[src/rtl/uart_peripheral_if.sv]
// Hardware-register port between the Lisp core and its memory-mapped peripherals.
interface uart_peripheral_if;
  logic [6:0]  register_index;
  logic        register_read;
  logic        register_write;
  logic [15:0] register_write_value;
  logic [15:0] register_read_value;

  modport master (
    output register_index,
    output register_read,
    output register_write,
    output register_write_value,
    input  register_read_value
  );

  modport slave (
    input  register_index,
    input  register_read,
    input  register_write,
    input  register_write_value,
    output register_read_value
  );
endinterface

[src/rtl/uart_peripheral.sv]
// Memory-mapped 8N1 UART on the core's hardware-register port: an 8-index
// register window, TX/RX FIFOs and one-cycle registered read data.
module uart_peripheral #(
  parameter int unsigned BASE_INDEX   = 0,
  parameter int unsigned CLKS_PER_BIT = 16,
  parameter int unsigned FIFO_DEPTH   = 8
) (
  input  logic             clk,
  input  logic             reset_n,
  uart_peripheral_if.slave bus,
  output logic             uart_tx,
  input  logic             uart_rx
);

  localparam int unsigned AW        = $clog2(FIFO_DEPTH);
  localparam logic [3:0]  WINDOW    = 4'(BASE_INDEX / 8);
  localparam logic [15:0] DIV_RESET = 16'(CLKS_PER_BIT);

  typedef enum logic [2:0] {
    REG_STATUS  = 3'd0,
    REG_TX_DATA = 3'd1,
    REG_RX_DATA = 3'd2,
    REG_RX_CTRL = 3'd3,
    REG_DIVISOR = 3'd4
  } reg_offset_e;

  typedef enum logic [1:0] {
    TX_IDLE,
    TX_START,
    TX_DATA,
    TX_STOP
  } tx_state_e;

  typedef enum logic [2:0] {
    RX_IDLE,
    RX_START,
    RX_DATA,
    RX_STOP,
    RX_BREAK
  } rx_state_e;

  // ---------------------------------------------------------------- decode
  logic       in_window;
  logic [2:0] offset;
  logic       wr_hit;
  logic       tx_push_req;
  logic       rx_pop_req;
  logic       sticky_clear;
  logic       div_wr;

  assign in_window    = (bus.register_index[6:3] == WINDOW);
  assign offset       = bus.register_index[2:0];
  assign wr_hit       = bus.register_write && in_window;
  assign tx_push_req  = wr_hit && (offset == REG_TX_DATA);
  assign rx_pop_req   = wr_hit && (offset == REG_RX_CTRL) && bus.register_write_value[0];
  assign sticky_clear = wr_hit && (offset == REG_RX_CTRL) && bus.register_write_value[1];
  assign div_wr       = wr_hit && (offset == REG_DIVISOR);

  logic [15:0] divisor;

  // A divisor below 2 would leave no room for the half-bit RX start delay.
  always_ff @(posedge clk or negedge reset_n) begin
    if (!reset_n) begin
      divisor <= DIV_RESET;
    end else if (div_wr) begin
      divisor <= (bus.register_write_value < 16'd2) ? 16'd2 : bus.register_write_value;
    end
  end

  // --------------------------------------------------------------- TX FIFO
  logic [7:0]  tx_mem [FIFO_DEPTH];
  logic [AW:0] tx_wptr;
  logic [AW:0] tx_rptr;
  logic        tx_empty;
  logic        tx_full;
  logic        tx_push;
  logic        tx_pop;

  assign tx_empty = (tx_wptr == tx_rptr);
  assign tx_full  = (tx_wptr[AW] != tx_rptr[AW]) && (tx_wptr[AW-1:0] == tx_rptr[AW-1:0]);
  assign tx_push  = tx_push_req && !tx_full;

  always_ff @(posedge clk) begin
    if (tx_push) begin
      tx_mem[tx_wptr[AW-1:0]] <= bus.register_write_value[7:0];
    end
  end

  always_ff @(posedge clk or negedge reset_n) begin
    if (!reset_n) begin
      tx_wptr <= '0;
      tx_rptr <= '0;
    end else begin
      if (tx_push) tx_wptr <= tx_wptr + 1'b1;
      if (tx_pop)  tx_rptr <= tx_rptr + 1'b1;
    end
  end

  // ---------------------------------------------------------------- TX FSM
  tx_state_e   tx_state, tx_state_next;
  logic [15:0] tx_cnt, tx_cnt_next;
  logic [7:0]  tx_shift, tx_shift_next;
  logic [2:0]  tx_bit, tx_bit_next;
  logic        tx_line, tx_line_next;

  always_ff @(posedge clk or negedge reset_n) begin
    if (!reset_n) begin
      tx_state <= TX_IDLE;
      tx_cnt   <= '0;
      tx_shift <= '0;
      tx_bit   <= '0;
      tx_line  <= 1'b1;
    end else begin
      tx_state <= tx_state_next;
      tx_cnt   <= tx_cnt_next;
      tx_shift <= tx_shift_next;
      tx_bit   <= tx_bit_next;
      tx_line  <= tx_line_next;
    end
  end

  // Line level is registered alongside the state so each bit holds for exactly
  // one full counter period starting on the edge that enters it.
  always_comb begin
    tx_state_next = tx_state;
    tx_cnt_next   = tx_cnt;
    tx_shift_next = tx_shift;
    tx_bit_next   = tx_bit;
    tx_line_next  = tx_line;
    tx_pop        = 1'b0;
    case (tx_state)
      TX_IDLE: begin
        tx_line_next = 1'b1;
        if (!tx_empty) begin
          tx_pop        = 1'b1;
          tx_shift_next = tx_mem[tx_rptr[AW-1:0]];
          tx_cnt_next   = divisor;
          tx_line_next  = 1'b0;
          tx_state_next = TX_START;
        end
      end
      TX_START: begin
        if (tx_cnt <= 16'd1) begin
          tx_state_next = TX_DATA;
          tx_cnt_next   = divisor;
          tx_bit_next   = '0;
          tx_line_next  = tx_shift[0];
        end else begin
          tx_cnt_next = tx_cnt - 16'd1;
        end
      end
      TX_DATA: begin
        if (tx_cnt <= 16'd1) begin
          tx_cnt_next = divisor;
          if (tx_bit == 3'd7) begin
            tx_state_next = TX_STOP;
            tx_line_next  = 1'b1;
          end else begin
            tx_bit_next   = tx_bit + 3'd1;
            tx_shift_next = {1'b0, tx_shift[7:1]};
            tx_line_next  = tx_shift[1];
          end
        end else begin
          tx_cnt_next = tx_cnt - 16'd1;
        end
      end
      TX_STOP: begin
        if (tx_cnt <= 16'd1) begin
          tx_state_next = TX_IDLE;
          tx_line_next  = 1'b1;
        end else begin
          tx_cnt_next = tx_cnt - 16'd1;
        end
      end
      default: begin
        tx_state_next = TX_IDLE;
        tx_line_next  = 1'b1;
      end
    endcase
  end

  assign uart_tx = tx_line;

  // ------------------------------------------------------- RX synchroniser
  logic rx_meta;
  logic rx_sync;

  always_ff @(posedge clk or negedge reset_n) begin
    if (!reset_n) begin
      rx_meta <= 1'b1;
      rx_sync <= 1'b1;
    end else begin
      rx_meta <= uart_rx;
      rx_sync <= rx_meta;
    end
  end

  // ---------------------------------------------------------------- RX FSM
  rx_state_e   rx_state, rx_state_next;
  logic [15:0] rx_cnt, rx_cnt_next;
  logic [7:0]  rx_shift, rx_shift_next;
  logic [2:0]  rx_bit, rx_bit_next;
  logic        rx_done;
  logic        rx_bad;

  always_ff @(posedge clk or negedge reset_n) begin
    if (!reset_n) begin
      rx_state <= RX_IDLE;
      rx_cnt   <= '0;
      rx_shift <= '0;
      rx_bit   <= '0;
    end else begin
      rx_state <= rx_state_next;
      rx_cnt   <= rx_cnt_next;
      rx_shift <= rx_shift_next;
      rx_bit   <= rx_bit_next;
    end
  end

  always_comb begin
    rx_state_next = rx_state;
    rx_cnt_next   = rx_cnt;
    rx_shift_next = rx_shift;
    rx_bit_next   = rx_bit;
    rx_done       = 1'b0;
    rx_bad        = 1'b0;
    case (rx_state)
      RX_IDLE: begin
        if (!rx_sync) begin
          rx_state_next = RX_START;
          rx_cnt_next   = {1'b0, divisor[15:1]};
        end
      end
      RX_START: begin
        if (rx_cnt <= 16'd1) begin
          if (!rx_sync) begin
            rx_state_next = RX_DATA;
            rx_cnt_next   = divisor;
            rx_bit_next   = '0;
          end else begin
            rx_state_next = RX_IDLE;
          end
        end else begin
          rx_cnt_next = rx_cnt - 16'd1;
        end
      end
      RX_DATA: begin
        if (rx_cnt <= 16'd1) begin
          rx_shift_next = {rx_sync, rx_shift[7:1]};
          rx_cnt_next   = divisor;
          if (rx_bit == 3'd7) begin
            rx_state_next = RX_STOP;
          end else begin
            rx_bit_next = rx_bit + 3'd1;
          end
        end else begin
          rx_cnt_next = rx_cnt - 16'd1;
        end
      end
      RX_STOP: begin
        if (rx_cnt <= 16'd1) begin
          if (rx_sync) begin
            rx_done       = 1'b1;
            rx_state_next = RX_IDLE;
          end else begin
            rx_bad        = 1'b1;
            rx_state_next = RX_BREAK;
          end
        end else begin
          rx_cnt_next = rx_cnt - 16'd1;
        end
      end
      RX_BREAK: begin
        if (rx_sync) rx_state_next = RX_IDLE;
      end
      default: rx_state_next = RX_IDLE;
    endcase
  end

  // --------------------------------------------------------------- RX FIFO
  logic [7:0]  rx_mem [FIFO_DEPTH];
  logic [AW:0] rx_wptr;
  logic [AW:0] rx_rptr;
  logic        rx_empty;
  logic        rx_full;
  logic        rx_pop;
  logic        rx_push;
  logic        rx_overrun_set;

  assign rx_empty = (rx_wptr == rx_rptr);
  assign rx_full  = (rx_wptr[AW] != rx_rptr[AW]) && (rx_wptr[AW-1:0] == rx_rptr[AW-1:0]);
  assign rx_pop   = rx_pop_req && !rx_empty;
  // A pop in the same cycle frees the slot the completed frame lands in.
  assign rx_push        = rx_done && (!rx_full || rx_pop);
  assign rx_overrun_set = rx_done && rx_full && !rx_pop;

  always_ff @(posedge clk) begin
    if (rx_push) begin
      rx_mem[rx_wptr[AW-1:0]] <= rx_shift;
    end
  end

  always_ff @(posedge clk or negedge reset_n) begin
    if (!reset_n) begin
      rx_wptr <= '0;
      rx_rptr <= '0;
    end else begin
      if (rx_push) rx_wptr <= rx_wptr + 1'b1;
      if (rx_pop)  rx_rptr <= rx_rptr + 1'b1;
    end
  end

  logic rx_overrun;
  logic rx_frame_err;

  always_ff @(posedge clk or negedge reset_n) begin
    if (!reset_n) begin
      rx_overrun   <= 1'b0;
      rx_frame_err <= 1'b0;
    end else begin
      if (rx_overrun_set)    rx_overrun <= 1'b1;
      else if (sticky_clear) rx_overrun <= 1'b0;
      if (rx_bad)            rx_frame_err <= 1'b1;
      else if (sticky_clear) rx_frame_err <= 1'b0;
    end
  end

  // ------------------------------------------------------------- read port
  logic [15:0] rd_next;
  logic [15:0] rd_q;

  always_comb begin
    rd_next = '0;
    if (bus.register_read && in_window) begin
      case (offset)
        REG_STATUS:  rd_next = {10'd0, rx_frame_err, (tx_state != TX_IDLE), rx_overrun,
                                !rx_empty, tx_empty, tx_full};
        REG_RX_DATA: rd_next = rx_empty ? 16'd0 : {8'd0, rx_mem[rx_rptr[AW-1:0]]};
        REG_DIVISOR: rd_next = divisor;
        default:     rd_next = '0;
      endcase
    end
  end

  always_ff @(posedge clk or negedge reset_n) begin
    if (!reset_n) rd_q <= '0;
    else          rd_q <= rd_next;
  end

  assign bus.register_read_value = rd_q;

endmodule

[src/flat_wrapper.sv]
// flat-port wrapper written by rule: the top's interface ports become plain ports
module uart_peripheral_flat 
#(
  parameter int unsigned BASE_INDEX   = 0,
  parameter int unsigned CLKS_PER_BIT = 16,
  parameter int unsigned FIFO_DEPTH   = 8
)
  (clk, reset_n, uart_tx, uart_rx, bus_register_index, bus_register_read, bus_register_write, bus_register_write_value, bus_register_read_value);
  uart_peripheral_if bus_i ();
  input  logic clk;
  input  logic reset_n;
  output logic uart_tx;
  input  logic uart_rx;
  input wire logic [$bits(bus_i.register_index)-1:0] bus_register_index;
  input wire logic [$bits(bus_i.register_read)-1:0] bus_register_read;
  input wire logic [$bits(bus_i.register_write)-1:0] bus_register_write;
  input wire logic [$bits(bus_i.register_write_value)-1:0] bus_register_write_value;
  output wire logic [$bits(bus_i.register_read_value)-1:0] bus_register_read_value;
  assign bus_i.register_index = bus_register_index;
  assign bus_i.register_read = bus_register_read;
  assign bus_i.register_write = bus_register_write;
  assign bus_i.register_write_value = bus_register_write_value;
  assign bus_register_read_value = bus_i.register_read_value;
  uart_peripheral #(.BASE_INDEX(BASE_INDEX), .CLKS_PER_BIT(CLKS_PER_BIT), .FIFO_DEPTH(FIFO_DEPTH)) u_core (.clk(clk), .reset_n(reset_n), .bus(bus_i), .uart_tx(uart_tx), .uart_rx(uart_rx));
endmodule
[config.mk]
export PLATFORM = sky130hd
export DESIGN_NAME = uart_peripheral_flat
export DESIGN_NICKNAME = d
export VERILOG_FILES = /design/src/rtl/uart_peripheral_if.sv /design/src/rtl/uart_peripheral.sv /design/src/flat_wrapper.sv
export SDC_FILE = /design/constraint.sdc
export NUM_CORES = 1
export LEC_CHECK = 0
export CORE_MARGIN = 4
export CORE_UTILIZATION = 35
export CTS_CLUSTER_SIZE = 28
export DETAILED_ROUTE_END_ITERATION = 16
export PLACE_DENSITY = 0.61
export SLEW_MARGIN = 5
export SYNTH_ARGS = -nofsm -noshare
export SYNTH_HDL_FRONTEND = slang
export SYNTH_SLANG_ARGS = --single-unit
[constraint.sdc]
create_clock -name clk -period 3.1 [get_ports clk]
set_clock_uncertainty 0.05 [all_clocks]
set_input_delay 0.93 -clock clk [delete_from_list [all_inputs] [get_ports clk]]
set_output_delay 0.93 -clock clk [all_outputs]
set_load 0.05 [all_outputs]
* After elaboration in Yosys (flattened, before gate mapping) *
Memories as Yosys holds them, arrays and structs flattened.
Cells that the tools add are included.

operators by class
  add/sub/neg operators = 8
  magnitude comparators = 3
  eq/ne operators = 36
  muxes and demuxes = 63
  reductions and logical operators = 40

operators with widths
  kind                   number
  $mux 16                10
  $pmux 16 s3            2
  $pmux 16 s4            1
  $mux 3                 14
  $le 16x1->1 const B    2
  $mux 8                 4
  $sub 16x1->16 const B  2
  $mux 1                 20
  $ne 2x1->1 const B     9
  $add 4x1->4 const B    4
  $lt 16x2->1 const B    1
  $pmux 8 s2             1
  $pmux 3 s5             1
  $logic_and 1x1->1      14
  $ne 2x2->1 const B     7
  $eq 3x2->1 const B     4
  $eq 3x3->1 const B     4
  $mux 2                 6
  $pmux 3 s2             2
  $reduce_and 4->1       3
  $reduce_bool 2->1      6
  $reduce_and 5->1       2
  $eq 4x4->1             2
  $pmux 2 s4             1
  other kinds (18)       28

storage, ports and cells
  bits in registers = 112
  memory bits (writable) = 128
  bits of input ports = 28
  output and inout port bits = 17
  memories = 2

memory list
  memory         words  bits a word  read ports  clocked after Yosys merged registers in  write ports  line                    text
  u_core.rx_mem  8      8            1           0                                        1            uart_peripheral.sv:281  logic [7:0] rx_mem [FIFO_DEPTH];
  u_core.tx_mem  8      8            1           0                                        1            uart_peripheral.sv:71   logic [7:0] tx_mem [FIFO_DEPTH];

* Logic depth before layout (Yosys ltp) *
Gate-level depths: netlist of run 1.

  depth in word-level cells = 9
  mapped depth = 9
  depth with buffers taken out = 8

* Least setup slack after synthesis of run 1 *
OpenSTA, ideal clock, no wires.

  path kind = in2reg
  from = input bus_register_index[4]
  to = memory u_core.tx_mem[0][0] (enable)
  arrival time = 2962 ps
  required time = 2652 ps
  path slack = -310 ps
  cell stages on the path = 4
  buffers on the path = 0
  cells stage by stage = nor4_2 and4b_1 nor3b_2 nor4b_1

on the way
  cells in the longest elaborated chain, start to end = 6

ends and longest elaborated chain
  element                       line                   text
  start: declaration            flat_wrapper.sv:14     input wire logic [$bits(bus_i.register_index)-1:0] bus_register_index;
  $logic_not 4->1               uart_peripheral.sv:51  assign in_window = (bus.register_index[6:3] == WINDOW);
  $logic_and 1x1->1             uart_peripheral.sv:53  assign wr_hit = bus.register_write && in_window;
  $logic_and 1x1->1             uart_peripheral.sv:54  assign tx_push_req = wr_hit && (offset == REG_TX_DATA);
  $logic_and 1x1->1             uart_peripheral.sv:81  assign tx_push = tx_push_req && !tx_full;
  $mux 1                        uart_peripheral.sv:84  if (tx_push) begin
  $mux 1 (not written as such)  uart_peripheral.sv:85  tx_mem[tx_wptr[AW-1:0]] <= bus.register_write_value[7:0];
  end: declaration              uart_peripheral.sv:71

Every way passes these cells.

* Final worst setup path of run 1 *
  from = register u_core.tx_line (netlist: u_core.uart_tx)
  to = output uart_tx

RTL lines
  element                   line                    text
  start: declaration        uart_peripheral.sv:104  logic tx_line, tx_line_next;
  start signal: assignment  uart_peripheral.sv:118  tx_line <= tx_line_next;
  end: declaration          flat_wrapper.sv:12      output logic uart_tx;

No word-level cell between the ends.

==> results.md, run 1 <==
* Run status: finished clean
* Row cnt at 64
* Arr. time, crit path at 1.86 ns
* Clock sinks at 240
* Largest net degree at the start of global routing at 40
* Antenna cells at 0
* Worst-margin pin slew at 0.797 ns
* Initial antenna violation count at 0
* Leak pwr at 4.99 nW
* Avg Synthesized Cell Area at 13.2 um^2
* Tot GR Track Use at 15.3%
* CP peak stage delay at 0.80 ns
* First-pass GRT wire length at 41.5 mm
* Most frequent cells in the layout: edfxtp_1 (128), dfrtp_1 (108), nand2_1 (65), buf_4 (57), nor2_1 (56)
* FMAX at 352 MHz
* Register area share after synthesis at 60.1%
* Syn Inst Count at 837
* Die ar. at 0.0346 mm^2
* Required time of the worst setup path at 2.12 ns
* Setup WS post-layout at 0.257 ns
* Fin cells at 1,339
* Netlist cell types at 80
* Rel. slew slack at 46.6%
* Fin crit share at 91.7%
* Max-slew violations at 0
* Most common cell after layout, fill and taps aside: edfxtp_1
* Slowest library cell on the worst path: clkdlybuf4s50_1
* Postcts setup bufs at 0
* CTS root buffer: clkbuf_16
* Placed Cells at 1,291
* DR pass1 iterations at 5
* DR iter-0 viols at 689
* Ports at 45
* Worst path top cell family by delay: buffers and inverters
* Crit path capture type: primary output
* Final min period at 2.84 ns
* Post-DRT Antenna Nets at 0
* H-tree depth at 1
* RSZ-0062 raised after global routing: no
* Starting Density at 35.8%
* MaxCap Viol Count at 0
* Net Count, Synth at 881
* Die Wd at 186 um
* Global route overflow at 0
* Setup TNS at 0 ns
* Hold WS at 0.291 ns
* Register clock-pin slew on the reported worst setup and hold paths at 0.06 ns
* Final HPWL DP at 18.5 mm
* Setup-failing EPs final at 0
* YS warnings at 0
* Fraction of layout cells with a size suffix above 1 at 20.4%
* P&R area growth vs syn at 18.9%
* Post-synth top flop: edfxtp_1
* Synthesized area at 0.0111 mm^2
* Core area at 0.0309 mm^2
* DR WL/cell at 19.6 um
* Ys async rst share at 46.7%
* Setup WS pre-CTS at -0.250 ns
* GPL Wtd Cong at 0.841
* Post-synth EDFFs at 128
* Maximum clock insertion buffer count at 3
* Vias in the first global route at 7,105
* Hold crit path type: in -> async
* Final Hold Viols at 0
* CP cell instances: clkdlybuf4s50_1
* Nets at 967
* Peak VDD IR at 0.000354 V
* CTS tree: built
* Height of the die at 186 um
* Worst Path Max Fanout at 2
* Number of synthesized register bits at 240
* Worst Path Class, Setup: reg -> out
* Clk Latency, worst-skew pair at 0.54 ns
* Crit start category: register
* Buf/Inv on CP at 1
* CTS Buf Count at 26
* Vias per cell at 5.38
* Post-CTS Hold Buffers at 0
* Gates resized, CTS repair at 0
* Routed WL at 26.2 mm
* Drc violations at 0
* Power per standard cell area at 786 mW/mm^2
* Vias at 7,205
* PortBufs at 44
-- sequential cells by signal, summed over array words and instances, names as in the netlist, 2 cells and up --
register / flops
u_core.rx_state: 3
u_core.rx_shift: 8
u_core.rx_cnt: 16
u_core.rx_bit: 3
u_core.tx_wptr: 4
u_core.tx_bit: 3
u_core.tx_rptr: 4
u_core.tx_state: 2
u_core.tx_mem: 64
u_core.rx_wptr: 4
u_core.divisor: 16
u_core.tx_cnt: 16
u_core.tx_shift: 8
u_core.bus.register_read_value: 16
u_core.rx_rptr: 4
u_core.rx_mem: 64
-- final timing paths --
check / from / to / slack (ns) / depth (start not counted)
worst max-delay path: u_core.uart_tx$_DFFE_PN1P_ / uart_tx / 0.26 / 1
worst min register to register: u_core.rx_meta$_DFF_PN1_ / u_core.rx_sync$_DFF_PN1_ / 0.31 / 0
min in group clk: u_core.rx_meta$_DFF_PN1_ / u_core.rx_sync$_DFF_PN1_ / 0.31 / 0
worst max register to register: u_core.rx_cnt[13]$_DFFE_PN0P_ / u_core.rx_mem[1][5]$_DFFE_PP_ / 0.44 / 7
max in group asynchronous: reset_n / u_core.rx_meta$_DFF_PN1_ / 2.08 / 2
worst min-delay path: reset_n / u_core.tx_shift[5]$_DFFE_PN0P_ / 0.29 / 1
-- report_power, final --
group          switching (W)  leakage [nW]  internal (W)
Clock                0.00129         0.396       0.00175
Sequential          0.000422          2.61       0.00371
Combinational        0.00181          1.98       0.00136
Total                0.00352          4.99       0.00683
-- worst register-to-register path, stage by stage (launching register included) --
cell and delay (ns):
dfrtp_1 0.44, nor4_2 0.42, nand2b_1 0.23, nor3_4 0.24, nand3_1 0.16, or3b_1 0.49, nor3_2 0.13, buf_4 0.19
-- per-stage QoR --
stage | area [um^2] | total power, W | util, %
floorplan | 11100 | 0.00654 | -
CTS | 13200 | 0.0104 | 42.6
global placement | 12300 | 0.00731 | 39.9
detailed placement | 12300 | 0.00735 | 39.9
finish | 13200 | 0.0103 | 42.6
global route | 13200 | 0.0110 | 42.6
-- cells in the mapped netlist (5+ instances only) --
library cell | number | area [um^2]
edfxtp_1 | 128 | 3840
dfrtp_1 | 108 | 2700
nand2_1 | 65 | 244
nor2_1 | 56 | 210
mux4_2 | 32 | 721
mux2_2 | 29 | 327
o21ai_1 | 28 | 140
clkbuf_1 | 26 | 97.6
a21oi_1 | 25 | 125
o21ai_0 | 25 | 125
mux2i_1 | 24 | 240
nor3_1 | 18 | 90.1
ha_1 | 16 | 200
xnor2_1 | 16 | 140
nand3_1 | 15 | 75.1
inv_1 | 14 | 52.6
nor4_1 | 13 | 81.3
a22o_1 | 12 | 105
buf_2 | 12 | 60.1
a22oi_1 | 11 | 82.6
and2_1 | 11 | 68.8
nand2b_1 | 9 | 56.3
nand4_1 | 9 | 56.3
a31oi_1 | 8 | 50.1
nor3b_1 | 8 | 60.1
or3_1 | 7 | 43.8
mux2_1 | 6 | 67.6
o32a_1 | 6 | 60.1
xor2_1 | 6 | 52.6
a211oi_1 | 5 | 37.5
buf_1 | 5 | 18.8
nand3b_1 | 5 | 37.5
-- layout make-up --
cell class              instances  area (um^2)
fillers                      2870        17700
flip-flops and latches        240         6650
multi-input cells             538         4210
repair buffers                103          918
clock buffers                  34          691
well taps                     396          495
clock inverters                14          151
inverters                      14         52.6
-- layer usage --
layer	global-route usage (%)	vias up	routed length (um)
met5	0	-	0
met4	3.38	0	514
met3	2.11	36	1160
met2	24.9	189	12600
met1	22.0	3594	12000
li1	-	3386	-
-- cell families (layout without fill, tap and decap cells) --
kind of cell    after synthesis  in the layout  share of synthesized area (%)
compound gates              164            164                           10.0
xor+xnor                     22             22                           1.74
mux                          91             91                           12.2
fa+ha+maj                    16             16                           1.81
simple gates                245            245                           11.9
buf+inv                      59            165                           2.21
flops                       240            240                           60.1
Note: power is estimated with default switching activity, not from simulation.
==> run 2, diff against run 1 <==
Clock period 3.1 ns to 3.15 ns, I/O delays scaled along.
==> results.md, run 2 (synthesis gave the netlist of run 1 again) <==
* Setup WS pre-CTS at -0.240 ns (+0.0103 ns)
* Postcts setup bufs at 0 (unchanged)
* Ports at 45 (unchanged)
* Final Hold Viols at 0 (unchanged)
* Clock sinks at 240 (unchanged)
* DR iter-0 viols at 572 (-17%)
* Power per standard cell area at 793 mW/mm^2 (+0.98%)
* CP cell instances: clkdlybuf4s50_1 -> nor4_2 -> buf_4 -> and4b_1 -> a31oi_1 -> or3b_1 -> nor2_1 -> buf_4
* CTS Buf Count at 27 (+3.8%)
* Setup-failing EPs final at 0 (unchanged)
* FF-to-FF End: u_core.rx_mem[3][2]$_DFFE_PP_
* Setup TNS at 0 ns (unchanged)
* Worst Path Class, Setup: in -> reg
* Multi-input logic area at 0.00421 mm^2 (unchanged)
* Fin crit share at 90.8%
* Post-DRT Antenna Nets at 0 (unchanged)
* Die ar. at 0.0346 mm^2 (unchanged)
* Antenna cells at 0 (unchanged)
* Crit path capture type: register
* Initial antenna violation count at 0 (unchanged)
* Required time of the worst setup path at 3.35 ns (+1.23 ns)
* Maximum clock insertion buffer count at 3 (unchanged)
* Final HPWL DP at 18.5 mm (about the same)
* Worst Setup SP: bus_register_index[4]
* CTS root buffer: clkbuf_16
* Max-slew violations at 0 (unchanged)
* Post-CTS Hold Buffers at 0 (unchanged)
* Hold crit path type: in -> async
* Fraction of layout cells with a size suffix above 1 at 20.1% (-0.25 points)
* Starting Density at 35.8% (unchanged)
* Most common cell after layout, fill and taps aside: edfxtp_1
* Vias in the first global route at 7,207 (+1.4%)
* Nets at 963 (-0.41%)
* Reg2Reg Launch Point: u_core.rx_cnt[0]$_DFFE_PN0P_
* CP most frequent cell: buf_4
* Placed Cells at 1,286 (-0.39%)
* Height of the die at 186 um (unchanged)
* CTS tree: built
* Worst Path Max Fanout at 8 (+6)
* Largest net degree at the start of global routing at 59 (+48%)
* CP peak stage delay at 0.51 ns (-0.29 ns)
* Reg2reg path depth at 9 (+2)
* H-tree depth at 1 (unchanged)
* Worst-margin pin slew at 0.799 ns (+0.00214 ns)
* PortBufs at 44 (unchanged)
* First-pass GRT wire length at 41.9 mm (+1.1%)
* Core area at 0.0309 mm^2 (unchanged)
* Arr. time, crit path at 3.06 ns (+1.20 ns)
* Peak VDD IR at 0.000480 V (+36%)
* Setup WS post-layout at 0.289 ns (+0.0319 ns)
* Die Wd at 186 um (unchanged)
* Final min period at 2.86 ns
* P&R area growth vs syn at 19.6%
* MaxCap Viol Count at 0 (unchanged)
* Run status: finished clean
* Tot GR Track Use at 15.4% (+0.11 points)
* Rel. slew slack at 46.4% (-0.14 points)
* Vias at 7,207 (+0.028%)
* Fin cells at 1,336 (-0.22%)
* Register area at 0.00665 mm^2 (unchanged)
* Routed WL at 26.4 mm (+0.55%)
* DR pass1 iterations at 5 (unchanged)
* Global route overflow at 0 (unchanged)
* GPL Wtd Cong at 0.854 (+1.5%)
* Gates resized, CTS repair at 0 (unchanged)
* Register clock-pin slew on the reported worst setup and hold paths at 0.06 ns (about the same)
* Filler cells at 2,830 (-1.4%)
* Slowest library cell on the worst path: or3b_1
* Crit start category: input port
* DR WL/cell at 19.8 um (+0.77%)
* Drc violations at 0 (unchanged)
* RSZ-0062 raised after global routing: no
* Vias per cell at 5.39 (+0.25%)
* R2R Setup Slk at 0.52 ns (+0.08 ns)
* Clk Latency, worst-skew pair at 0.54 ns (about the same)
* Leak pwr at 5.03 nW (+0.83%)
* Most frequent cells in the layout: edfxtp_1 (128), dfrtp_1 (108), nand2_1 (65), nor2_1 (56), buf_4 (52)
* FMAX at 350 MHz
* Hold WS at 0.162 ns (-0.128 ns)
* Row cnt at 64 (unchanged)
-- run 2: cell count changes in the layout (fill, tap and decap cells not counted) --
cell	delta
buf_4	-5
inv_6	-1
clkinvlp_4	-3
clkinv_1	+2
clkbuf_8	+1
clkbuf_1	-2
bufinv_16	+3
clkinv_8	-1
inv_16	+1
clkbuf_16	+1
clkinv_2	+1
-- run 2: area by class of cell --
cell class	count	share of cell area, %
sequential	240	50.2
multi-input combinational	538	31.8
timing repair buffer	98	6.65
clock buffer	34	5.45
tap	396	3.74
clock inverter	16	1.71
inverter	14	0.397
-- run 2: power by group --
group | internal [W] | leakage (nW) | switching [W]
registers | 0.00366 | 2.61 | 0.000421
logic | 0.00133 | 1.96 | 0.00179
clock network | 0.00204 | 0.461 | 0.00126
-- run 2: how the worst max path moves through the flow --
stage,to,slack (ns)
floorplan,u_core.tx_mem[6][0]$_DFFE_PP_,-0.12
global placement,u_core.rx_mem[3][5]$_DFFE_PP_,-0.22
detailed placement,u_core.rx_mem[3][1]$_DFFE_PP_,-0.24
CTS,uart_tx,0.27
global route,u_core.rx_mem[3][2]$_DFFE_PP_,0.17
finish,u_core.rx_mem[3][2]$_DFFE_PP_,0.29
-- run 2: worst max-delay path: cells and delay by family --
family | cells | cell delay (ns)
buffers and inverters | 3 | 0.76
AOI/OAI and AO/OA | 1 | 0.16
and+or+nand+nor | 4 | 1.19
-- run 2: routing by layer --
metal  global-route usage (%)  up-vias  wire length [um]
met5                        0        -                 0
met4                     3.18        0               482
met3                     2.46       36              1140
met2                     25.4      183             12900
met1                     21.7     3608             11900
li1                         -     3380                 -
-- run 2: stage by stage --
step / area (um^2) / total power [W] / util (%)
2_1_floorplan: 11100 / 0.00643 / -
3_3_place_gp: 12300 / 0.00717 / 39.8
3_5_place_dp: 12300 / 0.00723 / 39.8
4_1_cts: 13200 / 0.0106 / 42.8
5_1_grt: 13200 / 0.0112 / 42.8
6_report: 13200 / 0.0105 / 42.8
==> run 3, diff against run 2 <==
Settings changed: CORE_ASPECT_RATIO set to 0.9.
==> results.md, run 3 (synthesis gave the netlist of run 1 again) <==
* Run status: finished clean
* Routed WL at 27.3 mm (+3.6%)
* Worst path depth at 1 (-7)
* Core area at 0.0311 mm^2 (+0.50%)
* Setup TNS at 0 ns (unchanged)
* R2R Setup Slk at 0.52 ns (about the same)
* H-tree depth at 1 (unchanged)
* CP cell instances: clkdlybuf4s50_1
* Register clock-pin slew on the reported worst setup and hold paths at 0.06 ns (about the same)
* Drc violations at 0 (unchanged)
* PortBufs at 44 (unchanged)
* Multi-input logic area at 0.00421 mm^2 (unchanged)
* First-pass GRT wire length at 42.9 mm (+2.3%)
* Final Hold Viols at 0 (unchanged)
* DR iter-0 viols at 752 (+31%)
* Critical Path End: uart_tx
* Nets at 966 (+0.31%)
* Vias per cell at 5.44 (+0.77%)
* Fraction of layout cells with a size suffix above 1 at 20.5% (+0.38 points)
* Worst path top cell family by delay: buffers and inverters
* Starting Density at 35.7% (-0.18 points)
* Postcts setup bufs at 0 (unchanged)
* Setup WS pre-CTS at -0.127 ns (+0.113 ns)
* Worst Path Class, Setup: reg -> out
* Antenna cells at 0 (unchanged)
* Peak VDD IR at 0.000448 V (-6.7%)
* Buf/Inv on CP at 1 (-2)
* Arr. time, crit path at 1.83 ns (-1.23 ns)
* GPL Wtd Cong at 0.875 (+2.4%)
* Vias in the first global route at 7,105 (-1.4%)
* Setup-failing EPs final at 0 (unchanged)
* Rel. slew slack at 45.0% (-1.4 points)
* Required time of the worst setup path at 2.15 ns (-1.20 ns)
* Largest net degree at the start of global routing at 50 (-15%)
* Post-DRT Antenna Nets at 0 (unchanged)
* Die ar. at 0.0346 mm^2 (about the same)
* FMAX at 354 MHz (+1.2%)
* Hold crit path type: in -> async
* Post-CTS Hold Buffers at 0 (unchanged)
* DR pass1 iterations at 5 (unchanged)
* Most common cell after layout, fill and taps aside: edfxtp_1
* FF-to-FF End: u_core.rx_mem[5][1]$_DFFE_PP_
* Clock sinks at 240 (unchanged)
* CTS tree: built
* MaxCap Viol Count at 0 (unchanged)
* RSZ-0062 raised after global routing: no
* Crit start category: register
* Leak pwr at 5.01 nW (-0.28%)
* P&R area growth vs syn at 19.4%
* Register area at 0.00665 mm^2 (unchanged)
* Clk Latency, worst-skew pair at 0.53 ns (about the same)
* Filler cells at 2,812 (-0.64%)
* Crit path capture type: primary output
* Reg2Reg Launch Point: u_core.rx_cnt[4]$_DFFE_PN0P_
* Vias at 7,344 (+1.9%)
* Power per standard cell area at 783 mW/mm^2 (-1.3%)
* Final min period at 2.83 ns (-0.0336 ns)
* Tot GR Track Use at 15.7% (+0.33 points)
* Slowest library cell on the worst path: clkdlybuf4s50_1
* Setup WS post-layout at 0.322 ns (+0.0336 ns)
* Final HPWL DP at 19.6 mm (+5.9%)
* Global route overflow at 0 (unchanged)
* CP peak stage delay at 0.79 ns (+0.28 ns)
* Maximum clock insertion buffer count at 3 (unchanged)
* Initial antenna violation count at 0 (unchanged)
* Worst Path Max Fanout at 2 (-6)
* Ports at 45 (unchanged)
* Max-slew violations at 0 (unchanged)
* Height of the die at 177 um (-4.9%)
* Fin crit share at 89.8% (-1.1 points)
* Worst Setup SP: u_core.uart_tx$_DFFE_PN1P_
* CTS Buf Count at 26 (-3.7%)
* Reg2reg path depth at 7 (-2)
* CTS root buffer: clkbuf_16
* Row cnt at 61 (-4.7%)
* Gates resized, CTS repair at 0 (unchanged)
* Worst-margin pin slew at 0.820 ns (+0.0208 ns)
* Most frequent cells in the layout: edfxtp_1 (128), dfrtp_1 (108), nand2_1 (65), buf_4 (57), nor2_1 (56)
* DR WL/cell at 20.2 um (+2.4%)
* Die Wd at 196 um (+5.2%)
[run 3: changes by cell type in the layout (fill, tap and decap cells not counted), sizes merged]
cell	before	now
clkinvlp	2	4
clkbuf	34	32
buf	55	59
bufinv	5	3
[run 3: per-layer routing]
layer	vias up	GRT usage, %	routed length [um]
li1	3384	-	-
met1	3699	24.4	13400
met2	219	23.1	11900
met3	42	2.40	1370
met4	0	4.19	712
met5	-	0	0
[run 3: cell type report]
cell class              instances  share of cell area (%)
repair buffers                102                    6.80
flip-flops and latches        240                    50.3
multi-input cells             538                    31.9
inverters                      14                   0.398
clock inverters                16                    1.28
well taps                     409                    3.87
clock buffers                  32                    5.48
[run 3: worst min path at each step]
| stage | from | end | slack, ns | cells past startpoint |
|---|---|---|---|---|
| after global routing | reset_n | u_core.rx_shift[2]$_DFFE_PN0P_ | 0.25 | 1 |
| final | reset_n | u_core.rx_shift[2]$_DFFE_PN0P_ | 0.25 | 1 |
| after floorplan | u_core.rx_meta$_DFF_PN1_ | u_core.rx_sync$_DFF_PN1_ | 0.30 | 0 |
| after detailed placement | u_core.rx_meta$_DFF_PN1_ | u_core.rx_sync$_DFF_PN1_ | 0.30 | 0 |
| after CTS | reset_n | u_core.rx_cnt[0]$_DFFE_PN0P_ | 0.23 | 1 |
| after global placement | u_core.rx_meta$_DFF_PN1_ | u_core.rx_sync$_DFF_PN1_ | 0.30 | 0 |
[run 3: metrics by stage]
stage                     instance area (um^2)  std cells  power [W]  hold WS [ns]  util [%]
after global routing                     13200       1351     0.0110         0.250      42.6
after CTS                                13200       1351     0.0104         0.235      42.6
final                                    13200       1351     0.0104         0.247      42.6
after global placement                   12300       1303    0.00722         0.297      39.7
after floorplan                          11100        837    0.00643         0.295         -
after detailed placement                 12300       1303    0.00727         0.298      39.7
[run 3: worst reg2reg max path, cell delays in order, from the launching register on]
cell	delay (ns)
dfrtp_1	0.45
nor3_1	0.31
nand2_1	0.31
nor3_4	0.26
nand3_1	0.16
or3b_1	0.48
nor2_1	0.13
buf_4	0.18
[run 3: report_power, final]
| group | total (W) | switching (W) | internal [W] | leakage, nW |
|---|---|---|---|---|
| registers | 0.00408 | 0.000421 | 0.00366 | 2.61 |
| logic | 0.00317 | 0.00182 | 0.00135 | 1.98 |
| clock network | 0.00311 | 0.00123 | 0.00188 | 0.430 |
| total | 0.0104 | 0.00347 | 0.00688 | 5.01 |
